===== config.mk =====
export PLATFORM = sky130hd
export DESIGN_NAME = out_ctrl_p
export DESIGN_NICKNAME = d
export VERILOG_FILES = /design/src/rtl/tiny_dnn_pkg.sv /design/src/rtl/out_ctrl_p_loop1.sv /design/src/rtl/out_ctrl_p.sv
export SDC_FILE = /design/constraint.sdc
export NUM_CORES = 1
export LEC_CHECK = 0
export CAP_MARGIN = 25
export CORE_ASPECT_RATIO = 1.75
export CORE_MARGIN = 8
export CORE_UTILIZATION = 60
export CTS_BUF_LIST = sky130_fd_sc_hd__clkbuf_8 sky130_fd_sc_hd__clkbuf_16
export CTS_CLUSTER_SIZE = 8
export DETAILED_ROUTE_END_ITERATION = 6
export GPL_TIMING_DRIVEN = 0
export PLACE_DENSITY_LB_ADDON = 0.12
export SYNTH_ARGS = -nofsm -noshare
export SYNTH_HDL_FRONTEND = slang
export SYNTH_HIERARCHICAL = 1
export SYNTH_SLANG_ARGS = --single-unit
export TNS_END_PERCENT = 1

===== constraint.sdc =====
create_clock -name clk -period 6.6 [get_ports clk]
set_clock_uncertainty 0.1 [all_clocks]
set_input_delay 1.32 -clock clk [delete_from_list [all_inputs] [get_ports clk]]
set_output_delay 1.32 -clock clk [all_outputs]
set_load 0.02 [all_outputs]

===== src/rtl/tiny_dnn_pkg.sv =====
// Shared types and default widths for the tiny_dnn output write-back path.
//   oc_state_t : write-back sequencer state
//   CH_W/SP_W/AD_W : default channel / spatial / address widths
//   LC_W : width of the kernel-finish latency counter
package tiny_dnn_pkg;

  localparam int unsigned CH_W = 4;
  localparam int unsigned SP_W = 10;
  localparam int unsigned AD_W = 12;
  localparam int unsigned LC_W = 4;

  typedef enum logic [1:0] {
    IDLE  = 2'd0,
    WAIT  = 2'd1,
    DRAIN = 2'd2
  } oc_state_t;

endpackage


===== src/rtl/out_ctrl_p_loop1.sv =====
// Generic wrapping loop counter.
//   init  : force count to 0 (wins over next)
//   next  : advance; wraps to 0 when the count equals last
//   last  : final count value of the loop
//   cnt   : current count (registered)
//   fin_c : count is at last (combinational)
module loop1 #(
  parameter int unsigned W = 4
) (
  input  logic         clk,
  input  logic         rst_n,
  input  logic         init,
  input  logic         next,
  input  logic [W-1:0] last,
  output logic [W-1:0] cnt,
  output logic         fin_c
);

  assign fin_c = (cnt == last);

  // Count register
  always_ff @(posedge clk or negedge rst_n) begin
    if (!rst_n) begin
      cnt <= '0;
    end else if (init) begin
      cnt <= '0;
    end else if (next) begin
      cnt <= fin_c ? '0 : cnt + W'(1);
    end
  end

endmodule


===== src/rtl/out_ctrl_p.sv =====
// Output write-back sequencer: after each kernel finish it waits LAT cycles,
// then emits one (ra, oa) beat per output channel under ready/valid.
//   clk, rst_n       : clock, async active-low reset
//   s_init           : new sample, position returns to 0
//   k_fin            : accumulators hold results for the current position
//   od, os, mode     : last channel, positions per channel, address layout
//   out_ready        : downstream accepts the current beat
//   outr, ra, oa     : beat valid, accumulator channel, buffer address
//   out_busy         : accumulators not yet free for the next kernel pass
//   done             : pulse after the last position of a sample is written
//   err              : sticky, a k_fin was lost
module out_ctrl_p
  import tiny_dnn_pkg::*;
#(
  parameter int unsigned CW        = CH_W,
  parameter int unsigned SW        = SP_W,
  parameter int unsigned AW        = AD_W,
  parameter int unsigned LAT       = 2,
  parameter int unsigned BUSY_LEAD = 3
) (
  input  logic          clk,
  input  logic          rst_n,
  input  logic          s_init,
  input  logic          k_fin,
  input  logic [CW-1:0] od,
  input  logic [SW-1:0] os,
  input  logic          mode,
  input  logic          out_ready,
  output logic          outr,
  output logic [CW-1:0] ra,
  output logic [AW-1:0] oa,
  output logic          out_busy,
  output logic          done,
  output logic          err
);

  localparam int unsigned PW = CW + SW;
  localparam logic [LC_W-1:0] LC_INIT = LC_W'(LAT - 1);

  oc_state_t       state, state_n;
  logic [LC_W-1:0] lc, lc_n;
  logic            pend, pend_n;
  logic            sinit_d, sinit_n;
  logic            err_n, busy_n, done_n, outr_n;

  logic [CW-1:0]   ct;
  logic [SW-1:0]   wi;
  logic            ct_fin, wi_fin;
  logic            beat, drain_end, wi_init;
  logic [CW+1:0]   lead_sum;
  logic [CW:0]     nch;
  logic [PW-1:0]   prod, addr;

  assign beat      = (state == DRAIN) & out_ready;
  assign drain_end = beat & ct_fin;

  // Position resets on s_init in IDLE, or at end of drain (immediate or deferred s_init)
  assign wi_init = ((state == IDLE) & s_init) | (drain_end & (s_init | sinit_d));

  // Channel counter: held at 0 outside DRAIN, wraps after od
  loop1 #(.W(CW)) u_ct (
    .clk   (clk),
    .rst_n (rst_n),
    .init  (state != DRAIN),
    .next  (beat),
    .last  (od),
    .cnt   (ct),
    .fin_c (ct_fin)
  );

  // Position counter: advances once per completed drain, wraps after os-1
  loop1 #(.W(SW)) u_wi (
    .clk   (clk),
    .rst_n (rst_n),
    .init  (wi_init),
    .next  (drain_end),
    .last  (SW'(os - SW'(1))),
    .cnt   (wi),
    .fin_c (wi_fin)
  );

  assign lead_sum = {2'b00, ct} + (CW+2)'(BUSY_LEAD);

  // Next-state and registered-output logic
  always_comb begin
    state_n = state;
    lc_n    = lc;
    pend_n  = pend;
    sinit_n = sinit_d;
    err_n   = err;
    done_n  = 1'b0;

    case (state)
      IDLE: begin
        if (k_fin) begin
          state_n = WAIT;
          lc_n    = LC_INIT;
        end
      end
      WAIT: begin
        if (lc == '0) begin
          state_n = DRAIN;
        end else begin
          lc_n = lc - LC_W'(1);
        end
      end
      DRAIN: begin
        if (drain_end) begin
          done_n = wi_fin;
          if (pend || k_fin) begin
            state_n = WAIT;
            lc_n    = LC_INIT;
          end else begin
            state_n = IDLE;
          end
        end
      end
      default: state_n = IDLE;
    endcase

    // k_fin / s_init arriving while a pass is in flight
    if (state != IDLE) begin
      if (s_init) sinit_n = 1'b1;
      if (k_fin) begin
        if (pend) err_n = 1'b1;
        else      pend_n = 1'b1;
      end
    end

    // End of drain consumes the pending finish (or a same-cycle k_fin) and deferred init
    if (drain_end) begin
      pend_n  = 1'b0;
      sinit_n = 1'b0;
    end

    busy_n = k_fin | pend | (state == WAIT) |
             ((state == DRAIN) & (lead_sum < {2'b00, od}));
    outr_n = (state_n == DRAIN);
  end

  // State and flag registers
  always_ff @(posedge clk or negedge rst_n) begin
    if (!rst_n) begin
      state    <= IDLE;
      lc       <= '0;
      pend     <= 1'b0;
      sinit_d  <= 1'b0;
      err      <= 1'b0;
      done     <= 1'b0;
      out_busy <= 1'b0;
      outr     <= 1'b0;
    end else begin
      state    <= state_n;
      lc       <= lc_n;
      pend     <= pend_n;
      sinit_d  <= sinit_n;
      err      <= err_n;
      done     <= done_n;
      out_busy <= busy_n;
      outr     <= outr_n;
    end
  end

  // Address generation: channel-major or position-major layout
  always_comb begin
    nch = {1'b0, od} + (CW+1)'(1);
    if (mode) begin
      prod = PW'(wi) * PW'(nch);
      addr = prod + PW'(ct);
    end else begin
      prod = PW'(ct) * PW'(os);
      addr = prod + PW'(wi);
    end
  end

  assign ra = ct;
  assign oa = AW'(addr);

endmodule


# Yosys cells after proc, flatten, opt, wreduce, memory -nomap -nowiden
# Index checks and enable logic that the tools add are counted.
word_totals:
  mem_bits_ro: 0
  ram_bits: 0
  reg_bits: 26
  mem_count: 0
  wordCells: 80
  latch_bits: 0
  in_bits: 20
classes:
  n_bitwise: 10
  n_mux: 25
  eq_ne: 10
  n_div: 0
  addsub: 8
  n_lt_le_gt_ge: 1
  multipliers: 2
  shifts: 0
  reduce_logical: 14
op_table:
  columns: ["op", "n"]
  rows:
  - ["two-way mux 10 bit", 3]
  - ["two-way mux 4 bit", 7]
  - ["adder 12 x 10 -> 12 bit", 1]
  - ["adder 12 x 4 -> 12 bit", 1]
  - ["multiplier 10 x 5 -> 12 bit", 1]
  - ["multiplier 4 x 10 -> 12 bit", 1]
  - ["two-way mux 12 bit", 1]
  - ["one-hot mux 4 bit (3 select lines)", 1]
  - ["nonzero test 2 bit", 6]
  - ["adder 10 x 1 -> 10 bit, second input constant", 1]
  - ["equality test 10 bit", 1]
  - ["subtractor 10 x 1 -> 10 bit, second input constant", 1]
  - ["two-way mux 1 bit", 9]
  - ["inequality test 2 bit, second input constant", 4]
  - ["two-way mux 2 bit", 3]
  - ["one-hot mux 2 bit (3 select lines)", 1]
  - ["adder 4 x 1 -> 5 bit, second input constant", 1]
  - ["adder 4 x 2 -> 5 bit, second input constant", 1]
  - ["bitwise AND 1 bit", 5]
  - ["< comparator 5 x 4 -> 1 bit", 1]
  - ["OR 1 bit", 5]
  - ["AND reduction 5 bit", 1]
  - ["adder 4 x 1 -> 4 bit, second input constant", 1]
  - ["equality test 2 bit, second input constant", 2]
  - ["other kinds (10)", 11]

# Depth between registers and ports, before layout
depth:
  depth_word: 6
  depth_mapped: 15

# Modules after synthesis
# Netlist, hierarchy kept.
by_module_without_submodules:
  columns: ["mod", "area_per_inst_um2", "cells_each", "instances"]
  rows:
  - ["out_ctrl_p", 3843.7, 461, 1]
  - ["loop1 at u_wi", 773.2, 75, 1]
  - ["loop1 at u_ct", 284.0, 27, 1]

# Least setup slack after synthesis
# Ideal clock, no wire load.
synth_path:
  path_type: "input port to output port"
  start: "in od[0]"
  end: "out oa[10]"
  required_ns: 5.180
  slack_ns: 0.196
  t_arrival_ns: 4.984
  stages: 14
  path_cell_list: "ha_1 > xor2_1 > nand2_1 > fa_1 > fa_1 > fa_1 > inv_1 > ha_1 > a21o_1 > a21oi_2 > o21ai_1 > o41ai_2 > xor2_1 > mux2i_1"
synth_between:
  elab_chain_cells: 4
synth_rtl:
  columns: ["item", "line", "source"]
  rows:
  - ["start: declaration", "out_ctrl_p.sv:25", "input logic [CW-1:0] od,"]
  - ["adder 4 x 1 -> 5 bit", "out_ctrl_p.sv:166", "nch = {1'b0, od} + (CW+1)'(1);"]
  - ["multiplier 10 x 5 -> 12 bit", "out_ctrl_p.sv:168", "prod = PW'(wi) * PW'(nch);"]
  - ["adder 12 x 4 -> 12 bit", "out_ctrl_p.sv:169", "addr = prod + PW'(ct);"]
  - ["two-way mux 12 bit", "out_ctrl_p.sv:167", "if (mode) begin"]
  - ["end: declaration", "out_ctrl_p.sv:31", "output logic [AW-1:0] oa,"]
# No other way between the ends.

# Final worst setup path
# Same ends and word-level chain as after synthesis.

==> metrics <==
status finished, final reports clean; area grow syn2layout 17.6%; P per Cell Area 115 nW/um2; Hold-fix buffers, CTS 0; GRT Util Overall 0.214; Pwr Total 665 uW; largest net degree at the start of global routing 20; flop2flop setup slack 3.64 ns; PortBufs 38; clock sink total 26; Tmin final 6.51 ns; Slew @ Worst Pin 0.584 ns; min-delay src err$_DFFE_PN0P_; area of the multi-input gates 3980 um2; RSZ-0062 raised after global routing yes; Synth warnings 6; Data arrival, critical path 5.09 ns; total area of sequential cells ~650 um2; Worst Setup End Kind output pin; die span in y roughly 140 um; CTS tree yes; critical path depth 17; Synth async-reset ratio 1.00; fin nets 736; Critical Setup Path Class in -> out; Core ar. approximately 7900 um2; Hold Fails Final Rpt 0; MaxCap Viol Count 0; Bufs and invs on worst path 5; RePlAce Congestion between 0.9 and 1; CP startpoint kind input pin; drt first pass iters 4; initial antenna violation count 0; most frequent CP cell fa_1; R2R cell count 9; ant diodes 0; Initial Util 0.620; crit path from od[0]; most common cell after layout, fill and taps aside inv_1; maximum clock frequency 154 MHz; hold slack final 0.387 ns; Crit-path slowest cell fa_1; Clk pin slew, worst setup/hold paths about 0.06 ns; Mean Syn Cell Area 8.71 um2; Post-synth EDFFs 0; Post-Syn Instances 563; Chip Width 84.3 um; max_slew headroom 0.609; maximum vdd ir drop ~230 uV; FF-to-FF End u_wi/cnt[2]$_DFFE_PN0P_; Lkg Pwr 2.70 nW; clock buffer depth 2; Root Buffer clkbuf_16; hold path cells 1; number of synthesized register bits 26; Distinct cells, synth 63; CP required 5.18 ns; Mapped Area 4900 um2; fillers roughly 600; Placement Rows 43; sequential area share after synthesis 0.133; Final period util 0.987; share of cells above drive strength 1 0.139; WHS Endpoint err$_DFFE_PN0P_; Post-Synthesis Net Count 681; Post-DP HPWL slightly below 10,000 um; drt drc 0; Crit Reg-Reg Startpoint u_ct/cnt[0]$_DFFE_PN0P_; WL/cell between 15 and 20 um; crit-path max FO 5; Overflow after GRT 0; first-pass GRT wire length 20,100 um; Total Routed Length ~12,000 um; Final Max Tran Viols 0; Primary FF master, synth dfrtp_1; clk_lat worst skew around 0.26 ns; CTS Buf Count 3; commonest non-fill, non-tap cells in the layout inv_1 (95), fa_1 (49), nand2_1 (45); Setup-failing EPs final 0; DR vias 4,026; Worst Hold Class reg -> reg; die footprint around 11,000 um2; post-route ant nets 0; cell family with most CP delay adder cells; max incr delay on CP 0.52 ns; Ports 40; Initial DRC Count 169; Via-to-Cell Ratio 5.69; # H-tree levels 1; vias in the first global route between 4,000 and 5,000; Critical Path, Cell by Cell buf_12 > ha_4 > xor2_4 > buf_6 > and2_4 > fa_1 > inv_2 > fa_1 > fa_1 > inv_2 > ha_4 > a21oi_4 > o21ai_2 > o41ai_2 > xor2_1 > mux2i_1 > buf_4
## synthesized netlist by cell type, types with 7 or more instances
library cell	number	share of area
nand2_1	48	0.037
fa_1	50	0.20
dfrtp_1	26	0.13
inv_1	99	0.076
clkbuf_1	9	0.0069
mux2i_1	7	0.014
ha_1	48	0.12
xor2_1	20	0.036
nor3_1	9	0.0092
nor2_1	33	0.025
xnor2_1	28	0.050
o21ai_0	16	0.016
and2_1	44	0.056
a21oi_1	12	0.012
## report_power, final
group | total, mW | switching (mW) | internal [mW]
clock network | 0.146 | 0.0532 | 0.0927
registers | 0.205 | 0.0228 | 0.182
logic | 0.315 | 0.186 | 0.129
## routing by layer
layer	track usage	wire, um	vias up
met1	0.229	4470	1959
met4	0.127	605	0
met2	0.392	6610	103
met5	0	0	-
li1	-	-	1932
met3	0.0199	364	32
## stage by stage
stage,instances,instance area [um2],util,TNS (ns),setup slack [ns]
floorplan,563,4900,-,0,0.196
global placement,691,5390,0.682,-7.95,-1.34
detailed placement,692,5420,0.685,-8.04,-1.37
CTS,704,5660,0.716,-0.0552,-0.0552
global route,707,5770,0.729,-0.0648,-0.0633
finish,707,5770,0.729,0,0.0867
## sequential cells by signal (all words and copies together), names as in the netlist
register	count
outr	1
pend	1
state	2
done	1
sinit_d	1
u_ct/cnt	4
err	1
out_busy	1
u_wi/cnt	10
lc	4
## final cells by class
cell class	instances	share of cell area
Multi-Input combinational cell	424	0.690
Timing Repair Buffer	50	0.0862
Inverter	100	0.0655
Sequential cell	26	0.113
Buffer	13	0.0106
Clock buffer	4	0.0154
Tap cell	90	0.0195
## how the worst max path moves through the flow
stage	endpoint	slack (ns)
6_report	oa[10]	0.09
5_1_grt	oa[10]	-0.06
4_1_cts	oa[10]	-0.06
3_5_place_dp	oa[10]	-1.37
3_3_place_gp	oa[10]	-1.34
2_1_floorplan	oa[10]	0.20
## logic make-up after synthesis
group           after synthesis  share of synthesized area
flops                        26                      0.133
buf+inv                     113                     0.0888
fa+ha+maj                    98                      0.327
simple gates                185                      0.212
mux                          13                     0.0281
compound gates               77                      0.110
xor+xnor                     51                      0.102
## timing repair
action | in CTS | in global routing
buffers inserted | 8 | 3
pin swaps | 11 | 30
gates resized for setup | 56 | 34
setup endpoints to repair | 9 | 6
hold endpoints to repair | 0 | 0
Note: power is estimated with default switching activity, not from simulation.
